$ cat src/rtl/mem_bus_arbiter_pkg.sv
// Shared constants, state encodings and helpers for the CPU memory-port arbiter.
// Width defaults apply only when the surrounding core has not already defined them.
`ifndef REG_WIDTH
`define REG_WIDTH 8
`endif
`ifndef ADDR_WIDTH
`define ADDR_WIDTH 16
`endif

package mem_bus_arbiter_pkg;

  localparam int REG_WIDTH  = `REG_WIDTH;
  localparam int ADDR_WIDTH = `ADDR_WIDTH;
  localparam int NUM_REQ    = 3;

  localparam logic [1:0] REQ_FETCH  = 2'd0;
  localparam logic [1:0] REQ_EXEC   = 2'd1;
  localparam logic [1:0] REQ_STACK  = 2'd2;
  localparam logic [1:0] OWNER_NONE = 2'b11;

  typedef enum logic [1:0] {
    ARB_IDLE   = 2'd0,
    ARB_ACTIVE = 2'd1,
    ARB_LOCKED = 2'd2,
    ARB_HOLD   = 2'd3
  } arb_state_t;

  // Modulo-3 successor; any out-of-range pointer wraps to requester 0.
  function automatic logic [1:0] next_ptr(input logic [1:0] p);
    return (p >= 2'd2) ? 2'd0 : p + 2'd1;
  endfunction

  function automatic logic [1:0] onehot_to_idx(input logic [NUM_REQ-1:0] oh);
    logic [1:0] idx;
    idx = 2'd0;
    if (oh[1]) idx = 2'd1;
    if (oh[2]) idx = 2'd2;
    return idx;
  endfunction

endpackage

$ cat src/rtl/mem_bus_arbiter_if.sv
// Requester and memory-side bus of the arbiter; master = CPU units and memory,
// slave = the arbiter itself.
interface mem_bus_arbiter_if;
  import mem_bus_arbiter_pkg::*;

  logic                          rdy;
  logic [NUM_REQ-1:0]            req;
  logic [NUM_REQ-1:0]            lock;
  logic [NUM_REQ-1:0]            we;
  logic [NUM_REQ*ADDR_WIDTH-1:0] req_addr;
  logic [NUM_REQ*REG_WIDTH-1:0]  req_wdata;
  logic [NUM_REQ-1:0]            gnt;
  logic [NUM_REQ-1:0]            rvalid;
  logic [REG_WIDTH-1:0]          rdata;
  logic                          mem_en;
  logic                          mem_we;
  logic [ADDR_WIDTH-1:0]         mem_addr;
  logic [REG_WIDTH-1:0]          mem_wdata;
  logic [REG_WIDTH-1:0]          mem_rdata;
  logic [1:0]                    owner;

  modport master (
    output rdy, req, lock, we, req_addr, req_wdata, mem_rdata,
    input  gnt, rvalid, rdata, mem_en, mem_we, mem_addr, mem_wdata, owner
  );

  modport slave (
    input  rdy, req, lock, we, req_addr, req_wdata, mem_rdata,
    output gnt, rvalid, rdata, mem_en, mem_we, mem_addr, mem_wdata, owner
  );

endinterface

$ cat src/rtl/mem_bus_arbiter_rr_pick3.sv
// Combinational three-way round-robin picker: first eligible requester
// starting at ptr, skipping any requester flagged in exclude.
module rr_pick3
  import mem_bus_arbiter_pkg::*;
(
  input  logic [NUM_REQ-1:0] req,
  input  logic [1:0]         ptr,
  input  logic [NUM_REQ-1:0] exclude,
  output logic [NUM_REQ-1:0] gnt,
  output logic               valid
);

  logic [NUM_REQ-1:0] eligible;
  logic [NUM_REQ-1:0] probe;
  logic [1:0]         idx;

  always_comb begin
    // NOTE: every variable gets a default before any branch so no latch is inferred.
    eligible = req & ~exclude;
    gnt      = '0;
    idx      = (ptr > 2'd2) ? 2'd0 : ptr;
    probe    = '0;
    for (int k = 0; k < NUM_REQ; k++) begin
      probe = 3'b001 << idx;
      if (gnt == '0 && (eligible & probe) != '0) gnt = probe;
      idx = next_ptr(idx);
    end
    valid = |gnt;
  end

endmodule

$ cat src/rtl/mem_bus_arbiter.sv
// Shares the CPU memory port between fetch, execute and stack units: round-robin
// with bounded per-owner burst locks, stalled by the 6502 RDY line.
module mem_bus_arbiter
  import mem_bus_arbiter_pkg::*;
#(
  parameter int MAX_LOCK = 4
) (
  input  logic             phi1,
  input  logic             reset,
  mem_bus_arbiter_if.slave bus
);

  localparam int CNT_W = $clog2(MAX_LOCK + 1);

  arb_state_t         state;
  logic [1:0]         rr_ptr;
  logic [1:0]         owner;
  logic [CNT_W-1:0]   lock_cnt;
  logic               hold_locked;
  logic [NUM_REQ-1:0] rvalid_q;

  logic [NUM_REQ-1:0] owner_oh;
  logic               owner_req;
  logic               owner_lock;
  logic               others_req;
  logic               apply_locked;
  logic               at_max;
  logic               keep_owner;
  logic [NUM_REQ-1:0] rr_exclude;
  logic [NUM_REQ-1:0] rr_gnt;
  logic               rr_valid;
  logic [NUM_REQ-1:0] grant_oh;
  logic               grant_any;
  logic [NUM_REQ-1:0] gnt_c;
  logic [1:0]         win_idx;
  logic               win_we;
  logic               win_lock;
  logic [ADDR_WIDTH-1:0] win_addr;
  logic [REG_WIDTH-1:0]  win_wdata;

  assign owner_oh   = (owner == OWNER_NONE) ? 3'b000 : (3'b001 << owner);
  assign owner_req  = |(bus.req & owner_oh);
  assign owner_lock = |(bus.lock & owner_oh);
  assign others_req = |(bus.req & ~owner_oh);
  assign at_max     = (lock_cnt == CNT_W'(MAX_LOCK));

  // Leaving HOLD behaves like LOCKED only while the saved owner still asks.
  assign apply_locked = (state == ARB_LOCKED) ||
                        (state == ARB_HOLD && hold_locked && owner_req);
  assign keep_owner   = apply_locked && owner_req &&
                        !(owner_lock && at_max && others_req);
  assign rr_exclude   = apply_locked ? owner_oh : 3'b000;

  rr_pick3 u_pick (
    .req     (bus.req),
    .ptr     (rr_ptr),
    .exclude (rr_exclude),
    .gnt     (rr_gnt),
    .valid   (rr_valid)
  );

  assign grant_oh  = keep_owner ? owner_oh : rr_gnt;
  assign grant_any = keep_owner || rr_valid;
  assign win_idx   = onehot_to_idx(grant_oh);
  assign gnt_c     = (bus.rdy && !reset) ? grant_oh : 3'b000;

  always_comb begin
    win_we    = 1'b0;
    win_lock  = 1'b0;
    win_addr  = '0;
    win_wdata = '0;
    for (int i = 0; i < NUM_REQ; i++) begin
      if (grant_oh[i]) begin
        win_we    = bus.we[i];
        win_lock  = bus.lock[i];
        win_addr  = bus.req_addr[i*ADDR_WIDTH +: ADDR_WIDTH];
        win_wdata = bus.req_wdata[i*REG_WIDTH +: REG_WIDTH];
      end
    end
  end

  assign bus.gnt       = gnt_c;
  assign bus.mem_en    = |gnt_c;
  assign bus.mem_we    = bus.mem_en && win_we;
  assign bus.mem_addr  = bus.mem_en ? win_addr  : '0;
  assign bus.mem_wdata = bus.mem_en ? win_wdata : '0;
  assign bus.rvalid    = rvalid_q;
  assign bus.rdata     = (|rvalid_q) ? bus.mem_rdata : '0;
  assign bus.owner     = owner;

  always_ff @(posedge phi1 or posedge reset) begin
    if (reset) begin
      state       <= ARB_IDLE;
      rr_ptr      <= 2'd0;
      owner       <= OWNER_NONE;
      lock_cnt    <= '0;
      hold_locked <= 1'b0;
      rvalid_q    <= '0;
    end else begin
      // NOTE: non-blocking assignments so every register samples pre-edge values.
      rvalid_q <= gnt_c & ~bus.we;
      if (!bus.rdy) begin
        if (state != ARB_HOLD) hold_locked <= (state == ARB_LOCKED);
        state <= ARB_HOLD;
      end else if (grant_any) begin
        owner       <= win_idx;
        rr_ptr      <= next_ptr(win_idx);
        hold_locked <= 1'b0;
        if (win_lock) begin
          state <= ARB_LOCKED;
          if (!keep_owner)  lock_cnt <= CNT_W'(1);
          else if (!at_max) lock_cnt <= lock_cnt + 1'b1;
        end else begin
          state    <= ARB_ACTIVE;
          lock_cnt <= '0;
        end
      end else begin
        state       <= ARB_IDLE;
        lock_cnt    <= '0;
        hold_locked <= 1'b0;
      end
    end
  end

endmodule

$ cat src/flat_wrapper.sv
// flat-port wrapper written by rule: the top's interface ports become plain ports
module mem_bus_arbiter_flat import mem_bus_arbiter_pkg::*;
#(
  parameter int MAX_LOCK = 4
)
  (phi1, reset, bus_rdy, bus_req, bus_lock, bus_we, bus_req_addr, bus_req_wdata, bus_mem_rdata, bus_gnt, bus_rvalid, bus_rdata, bus_mem_en, bus_mem_we, bus_mem_addr, bus_mem_wdata, bus_owner);
  mem_bus_arbiter_if bus_i ();
  input  logic phi1;
  input  logic reset;
  input wire logic [$bits(bus_i.rdy)-1:0] bus_rdy;
  input wire logic [$bits(bus_i.req)-1:0] bus_req;
  input wire logic [$bits(bus_i.lock)-1:0] bus_lock;
  input wire logic [$bits(bus_i.we)-1:0] bus_we;
  input wire logic [$bits(bus_i.req_addr)-1:0] bus_req_addr;
  input wire logic [$bits(bus_i.req_wdata)-1:0] bus_req_wdata;
  input wire logic [$bits(bus_i.mem_rdata)-1:0] bus_mem_rdata;
  output wire logic [$bits(bus_i.gnt)-1:0] bus_gnt;
  output wire logic [$bits(bus_i.rvalid)-1:0] bus_rvalid;
  output wire logic [$bits(bus_i.rdata)-1:0] bus_rdata;
  output wire logic [$bits(bus_i.mem_en)-1:0] bus_mem_en;
  output wire logic [$bits(bus_i.mem_we)-1:0] bus_mem_we;
  output wire logic [$bits(bus_i.mem_addr)-1:0] bus_mem_addr;
  output wire logic [$bits(bus_i.mem_wdata)-1:0] bus_mem_wdata;
  output wire logic [$bits(bus_i.owner)-1:0] bus_owner;
  assign bus_i.rdy = bus_rdy;
  assign bus_i.req = bus_req;
  assign bus_i.lock = bus_lock;
  assign bus_i.we = bus_we;
  assign bus_i.req_addr = bus_req_addr;
  assign bus_i.req_wdata = bus_req_wdata;
  assign bus_i.mem_rdata = bus_mem_rdata;
  assign bus_gnt = bus_i.gnt;
  assign bus_rvalid = bus_i.rvalid;
  assign bus_rdata = bus_i.rdata;
  assign bus_mem_en = bus_i.mem_en;
  assign bus_mem_we = bus_i.mem_we;
  assign bus_mem_addr = bus_i.mem_addr;
  assign bus_mem_wdata = bus_i.mem_wdata;
  assign bus_owner = bus_i.owner;
  mem_bus_arbiter #(.MAX_LOCK(MAX_LOCK)) u_core (.phi1(phi1), .reset(reset), .bus(bus_i));
endmodule
$ cat config.mk
export PLATFORM = sky130hd
export DESIGN_NAME = mem_bus_arbiter_flat
export DESIGN_NICKNAME = d
export VERILOG_FILES = /design/src/rtl/mem_bus_arbiter_pkg.sv /design/src/rtl/mem_bus_arbiter_if.sv /design/src/rtl/mem_bus_arbiter_rr_pick3.sv /design/src/rtl/mem_bus_arbiter.sv /design/src/flat_wrapper.sv
export SDC_FILE = /design/constraint.sdc
export NUM_CORES = 1
export LEC_CHECK = 0
export ABC_AREA = 1
export ABC_CLOCK_PERIOD_IN_PS = 3500
export CAP_MARGIN = 5
export CORE_AREA = 2 2 70 72
export DETAILED_ROUTE_END_ITERATION = 10
export DIE_AREA = 0 0 72 74
export DONT_BUFFER_PORTS = 1
export GPL_ROUTABILITY_DRIVEN = 0
export PLACE_DENSITY = 0.57
export SETUP_SLACK_MARGIN = 0.15
export SLEW_MARGIN = 10
export SYNTH_ARGS = -nofsm -noshare
export SYNTH_HDL_FRONTEND = slang
export SYNTH_SLANG_ARGS = --single-unit
export TNS_END_PERCENT = 20
$ cat constraint.sdc
create_clock -name phi1 -period 3.5 [get_ports phi1]
set_clock_uncertainty 0.05 [all_clocks]
set_input_delay 0.7 -clock phi1 [delete_from_list [all_inputs] [get_ports phi1]]
set_output_delay 0.7 -clock phi1 [all_outputs]
set_load 0.02 [all_outputs]
==> reports/metrics.yaml, run 1 <==
clk_pin_slew_ns: 0.06
placed_cell_area_um2: 1963
worstReg2RegStart: "u_core.bus.owner[0]$_DFFE_PP1P_"
p_sw_mw: 2.280
hold_class: "in -> async"
max_freq_mhz: 270.9
row_count: 25
multi_input_area_um2: 1642
pwr-share-comb_pct: 90.6
pwr-share-clk_pct: 3.3
swShare_pct: 54.05
via_count: 2125
drtIter0Drc: 87
yosys.cell_count.top_type: "nand2_1"
critical_path.most_common_cell: "nand3_2"
slew_headroom_pct: 53.95
routed_via_density: 5.592
synth_fp_nets: 378
ctsHoldBuffers: 0
seq_power_share_pct: 6.1
grt_pass1_vias: 1916
worst_slack_ns: -0.1915
outcome: "finished with violations"
critPathMaxStageDelay_ns: 0.61
portBuffers: 0
drc: 0
yosysWarnings: 0
async_flop_share_pct: 100.0
cts_made_buffers: 3
start_kind: "flop"
fin_crit_sh_pct: 105.5
p_leak_nw: 1.177
fill_cells: 379
drtAntennaViolNets: 0
synth_common_cells: "nand2_1 (99), inv_1 (34), nand3_1 (33), nor2_1 (18), nand2_2 (15)"
ys_types: 28
synth_area_um2: 1760
rr_worst_depth: 20
synth-edff-count: 0
dp_hpwl_um: 4325
diodes: 0
crit_path_max_fanout: 6
cts-root-buf: "clkbuf_8"
clk_latency_ns: 0.25
yosysSeqAreaShare_pct: 18.62
utilization_pct: 62.04
io_pins: 134
crit_type: "reg -> out"
power.density_nw_per_um2: 1479
setup-violations-final: 26
synthesis.instances: 281
drive_gt1_share_pct: 45.09
wire_per_inst_um: 17.63
worstMarginPinSlew_ns: 0.6855
final_max_slew_viol_count: 0
vdd_drop_max_mv: 1.030
overflow: 0
clock_sinks: 13
cp_cell_sequence: "inv_2 -> nand3_2 -> nand4_4 -> nand3_4 -> nand3_2 -> nand2_2 -> nor2_4 -> nand3_1 -> nand2_2 -> nor2_4 -> nand3_2 -> nand3_2 -> nand2_2 -> buf_4 -> nand3_4 -> nand2_8 -> clkbuf_16 -> a31oi_4 -> buf_6"
crit_slowest_cell: "dfstp_2"
yosysTopAreaCell: "nand2_1"
clockBufferDepth: 2
grt_pass1_wl_um: 8500
finalHoldViolCount: 0
synth_area_leaders: "nand2_1 (21%), dfrtp_1 (16%), nand3_1 (9.4%)"
htreeDepth: 1
dr.pass1.iters: 4
synth_area_per_cell_um2: 6.265
p_int_mw: 1.939
dieArea_um2: 5328
wirelength_um: 6698
grtUsageTotal_pct: 20.19
rsz0062_at_grt: "true"
die_w_um: 72
core_um2: 4598
synth_top_area_share_pct: 21.11
drv_cap: 0
regToRegSetupSlack_ns: 0.59
start_util_pct: 38.29
synth-main-ff-cell: "dfrtp_1"
crit_start: "u_core.bus.owner[0]$_DFFE_PP1P_"
syn_to_final_growth_pct: 62.05
arrival_ns: 2.94
grt_start_max_net_pins: 27
cp.required_ns: 2.75
final_nets: 424
crit_path_end_kind: "output pin"
die-height_um: 74
ys_ff_latch: 13
seqCellArea_um2: 327.8
cts_tree: "built"
final_area_um2: 2853
fin_crit_ns: 3.692
failed_checks: "negative setup slack"
grt_antenna_before_repair: 0
r2r_end: "u_core.bus.owner[0]$_DFFE_PP1P_"
## per-layer routing
layer | wire length, µm | track usage, % | vias to the layer above
met2 | 3757 | 41.56 | 97
met4 | 99 | 5.451 | 0
met5 | 0 | 0 | -
met1 | 2497 | 20.73 | 1008
li1 | - | - | 1012
met3 | 344 | 3.659 | 8
## critical path, delay by kind of cell, from the launching register on
family,cells,cell delay [ns]
buf+inv,4,0.55
compound gates,1,0.15
simple gates,14,1.37
flops,1,0.61
## final cells by class
type                    instances  area share, %
repair buffers                 49          21.32
inverters                      37          5.702
well taps                      54          2.368
flip-flops and latches         13          11.49
clock buffers                   4          1.579
multi-input cells             223          57.54
## cells by family after synthesis
group	count (synthesis)	share of synthesized area, %
compound gates	34	16.49
xor+xnor	1	0.4976
fa+ha+maj	5	3.554
buf+inv	45	12.86
flops	13	18.62
simple gates	183	47.97
## flip-flops by register name, summed over array words and instances (netlist names)
| signal | count |
|---|---|
| u_core.bus.rvalid | 3 |
| u_core.lock_cnt | 3 |
| u_core.bus.owner | 2 |
| u_core.rr_ptr | 2 |
| u_core.state | 2 |
| u_core.hold_locked | 1 |
## what timing repair did
item                                    in CTS  in global routing
endpoints found under the setup margin      26                 28
pin swaps                                   10                 21
buffers inserted                            11                  7
cloned                                       2                  6
gates resized for setup                     41                 58
## power groups by stage
stage	sequential, mW	clock (mW)	combinational, mW
finish	0.259	0.138	3.82
floorplan	0.252	0	1.76
detailed placement	0.251	0	2.22
CTS	0.252	0.142	2.94
global placement	0.251	0	2.21
global route	0.263	0.147	4.03
## stage by stage
stage	setup WS, ns	std cells	hold slack, ns	setup TNS [ns]	power [mW]
2_1_floorplan	0.2014	281	0.4344	0	2.008
3_3_place_gp	0.1211	350	0.4828	0	2.464
3_5_place_dp	0.06309	350	0.4826	0	2.469
4_1_cts	-0.08547	367	0.3424	-1.034	3.330
5_1_grt	-0.3230	380	0.3679	-7.465	4.445
6_report	-0.1915	380	0.3300	-3.972	4.219
## placed cells by master (no fill, tap or decap), types with 2 or more instances in the layout
master,Yosys,layout
buf_16,0,2
dfrtp_1,11,11
clkbuf_16,0,5
nand2_1,99,82
dfstp_2,2,2
clkbuf_8,0,3
a31oi_2,13,5
nand3_1,33,18
nand3_4,0,6
ha_1,5,5
nor3_1,4,4
nand4_1,2,2
buf_4,4,26
nand2_2,15,30
nor2_1,18,14
inv_2,3,4
inv_1,34,29
nor2_4,0,6
buf_6,2,10
buf_12,1,6
nor2_2,6,4
o21ai_0,4,4
a31oi_4,0,17
a31oi_1,13,4
nand2_4,3,4
nand3_2,1,10
## how the worst max path moves through the flow
stage | to | depth (start not counted) | slack, ns
finish | bus_mem_addr[5] | 19 | -0.19
global placement | bus_mem_wdata[4] | 18 | 0.12
floorplan | bus_mem_addr[15] | 17 | 0.20
CTS | bus_mem_wdata[4] | 19 | -0.09
detailed placement | bus_mem_addr[0] | 18 | 0.06
global route | bus_mem_wdata[4] | 17 | -0.32
Note: power is estimated with default switching activity, not from simulation.
==> run 2: changes to the inputs <==
--- a/config.mk
+++ b/config.mk
@@ -9,6 +9,7 @@
 export ABC_CLOCK_PERIOD_IN_PS = 3500
 export CAP_MARGIN = 5
 export CORE_AREA = 2 2 70 72
+export CTS_BUF_LIST = sky130_fd_sc_hd__clkbuf_16
 export DETAILED_ROUTE_END_ITERATION = 10
 export DIE_AREA = 0 0 72 74
 export DONT_BUFFER_PORTS = 1
==> run 2 against run 1 <==
The run still ends with negative setup slack left. Non-clock buffer count decreased by 2. Register-to-register slack improved by 0.02 ns. Via count increased by 0.14%. Sequential share of layout area about the same. First-iteration DRC count decreased by 2.3%. Largest cell class unchanged.
==> reports/metrics.yaml, run 2 (synthesis gave the netlist of run 1 again) <==
critPathMaxStageDelay_ns: 0.61
cts_tree: "built"
routed_via_density: 5.630
cts_made_buffers: 3
cts-root-buf: "clkbuf_16"
crit_path_max_fanout: 6
final_nets: 422
place_ws_ns: 0.06309
final_common_cell: "nand2_1"
dr.pass1.iters: 4
fill_cells: 386
via_count: 2128
failed_checks: "negative setup slack"
drc: 0
regToRegSetupSlack_ns: 0.61
slew_headroom_pct: 53.95
wirelength_um: 6588
start_util_pct: 38.29
seq_power_share_pct: 6.2
grt_pass1_vias: 1922
drive_gt1_share_pct: 43.21
multi_input_area_um2: 1650
crit_path_end_kind: "output pin"
ctsHoldBuffers: 0
setup-violations-final: 26
final_cell_mix: "nand2_1 (89), inv_1 (30), buf_4 (25)"
dieArea_um2: 5328
hold_class: "in -> async"
clockBufferDepth: 2
die_w_um: 72
arrival_ns: 2.96
fin_crit_sh_pct: 105.9
row_count: 25
p_leak_nw: 1.174
whs_ns: 0.3321
pwr-share-comb_pct: 88.7
fin_crit_ns: 3.708
p_sw_mw: 2.246
portBuffers: 0
overflow: 0
wire_per_inst_um: 17.43
vdd_drop_max_mv: 0.9978
dp_hpwl_um: 4325
seqCellArea_um2: 327.8
io_pins: 134
cp_cell_sequence: "inv_2 -> nand3_2 -> nand4_4 -> nand3_4 -> nand3_2 -> nand2_4 -> nor2_4 -> nand3_1 -> nand2_2 -> nor2_4 -> nand3_2 -> nand3_2 -> nand2_2 -> buf_4 -> nand3_4 -> nand2_8 -> clkbuf_16 -> a31oi_4 -> buf_6"
grt_start_max_net_pins: 27
critical_path.most_common_cell: "nand3_2"
crit_type: "reg -> out"
drtIter0Drc: 85
swShare_pct: 53.81
final_max_slew_viol_count: 0
drtAntennaViolNets: 0
syn_to_final_growth_pct: 62.47
r2r_end: "u_core.rr_ptr[0]$_DFFE_PP0P_"
rr_worst_depth: 21
grt_pass1_wl_um: 8514
outcome: "finished with violations"
crit_slowest_cell: "dfstp_2"
max_freq_mhz: 269.7
diodes: 0
p_int_mw: 1.928
cp.required_ns: 2.75
clk_latency_ns: 0.24
rsz0062_at_grt: "true"
worstReg2RegStart: "u_core.bus.owner[0]$_DFFE_PP1P_"
finalPower_mw: 4.174
worst_slack_ns: -0.2082
start_kind: "flop"
power.density_nw_per_um2: 1459
die-height_um: 74
core_um2: 4598
htreeDepth: 1
clk_pin_slew_ns: 0.05
clock_sinks: 13
drv_cap: 0
grtUsageTotal_pct: 20.08
pwr-share-clk_pct: 5.1
finalHoldViolCount: 0
grt_antenna_before_repair: 0
worstMarginPinSlew_ns: 0.6855
run 2: timing repair:
action,4_1_cts,5_1_grt
endpoints found under the setup margin,26,28
pin swaps,10,20
cloned,2,4
resized for setup,41,55
setup buffers,11,7
run 2: worst max-delay path by stage:
stage | from | depth (start not counted) | endpoint
finish | u_core.bus.owner[0]$_DFFE_PP1P_ | 19 | bus_mem_addr[5]
global route | u_core.bus.owner[0]$_DFFE_PP1P_ | 18 | bus_mem_addr[5]
CTS | u_core.bus.owner[1]$_DFFE_PP1P_ | 19 | bus_mem_wdata[4]
detailed placement | bus_req[2] | 18 | bus_mem_addr[0]
global placement | bus_req[2] | 18 | bus_mem_wdata[4]
floorplan | bus_req[2] | 17 | bus_mem_addr[15]
run 2: cell type report:
class | count | area share [%]
multi-input cells | 223 | 57.70
repair buffers | 47 | 20.12
flip-flops and latches | 13 | 11.46
inverters | 37 | 5.599
clock buffers | 3 | 2.625
well taps | 54 | 2.362
clock inverters | 1 | 0.1312
run 2: per-layer routing:
layer / share of wire, % / vias up / track usage, %
met2: 56 / 113 / 41.67
met5: 0 / - / 0
li1: - / 1007 / -
met3: 5.8 / 19 / 3.252
met1: 36 / 989 / 20.81
met4: 2.7 / 0 / 4.822
run 2: metrics by stage:
step	cell area, µm²	util [%]	std cells	setup TNS [ns]
6_report	2860	62.20	378	-3.898
5_1_grt	2860	62.20	378	-7.152
4_1_cts	2411	52.44	367	-0.7924
3_5_place_dp	1963	42.69	350	0
3_3_place_gp	1963	42.69	350	0
2_1_floorplan	1760	-	281	0
run 2: worst max-delay path: cells and delay by family (launching register included):
family | cells | cell delay, ns
AND/OR/NAND/NOR | 14 | 1.36
flip-flops | 1 | 0.61
buffers and inverters | 4 | 0.59
AO/OA/AOI/OAI | 1 | 0.16
run 2: power groups by stage:
stage / Clock (mW) / Combinational [mW] / Sequential (mW)
6_report: 0.214 / 3.70 / 0.259
5_1_grt: 0.225 / 3.91 / 0.263
4_1_cts: 0.219 / 2.94 / 0.252
3_5_place_dp: 0 / 2.22 / 0.251
3_3_place_gp: 0 / 2.21 / 0.251
2_1_floorplan: 0 / 1.76 / 0.252
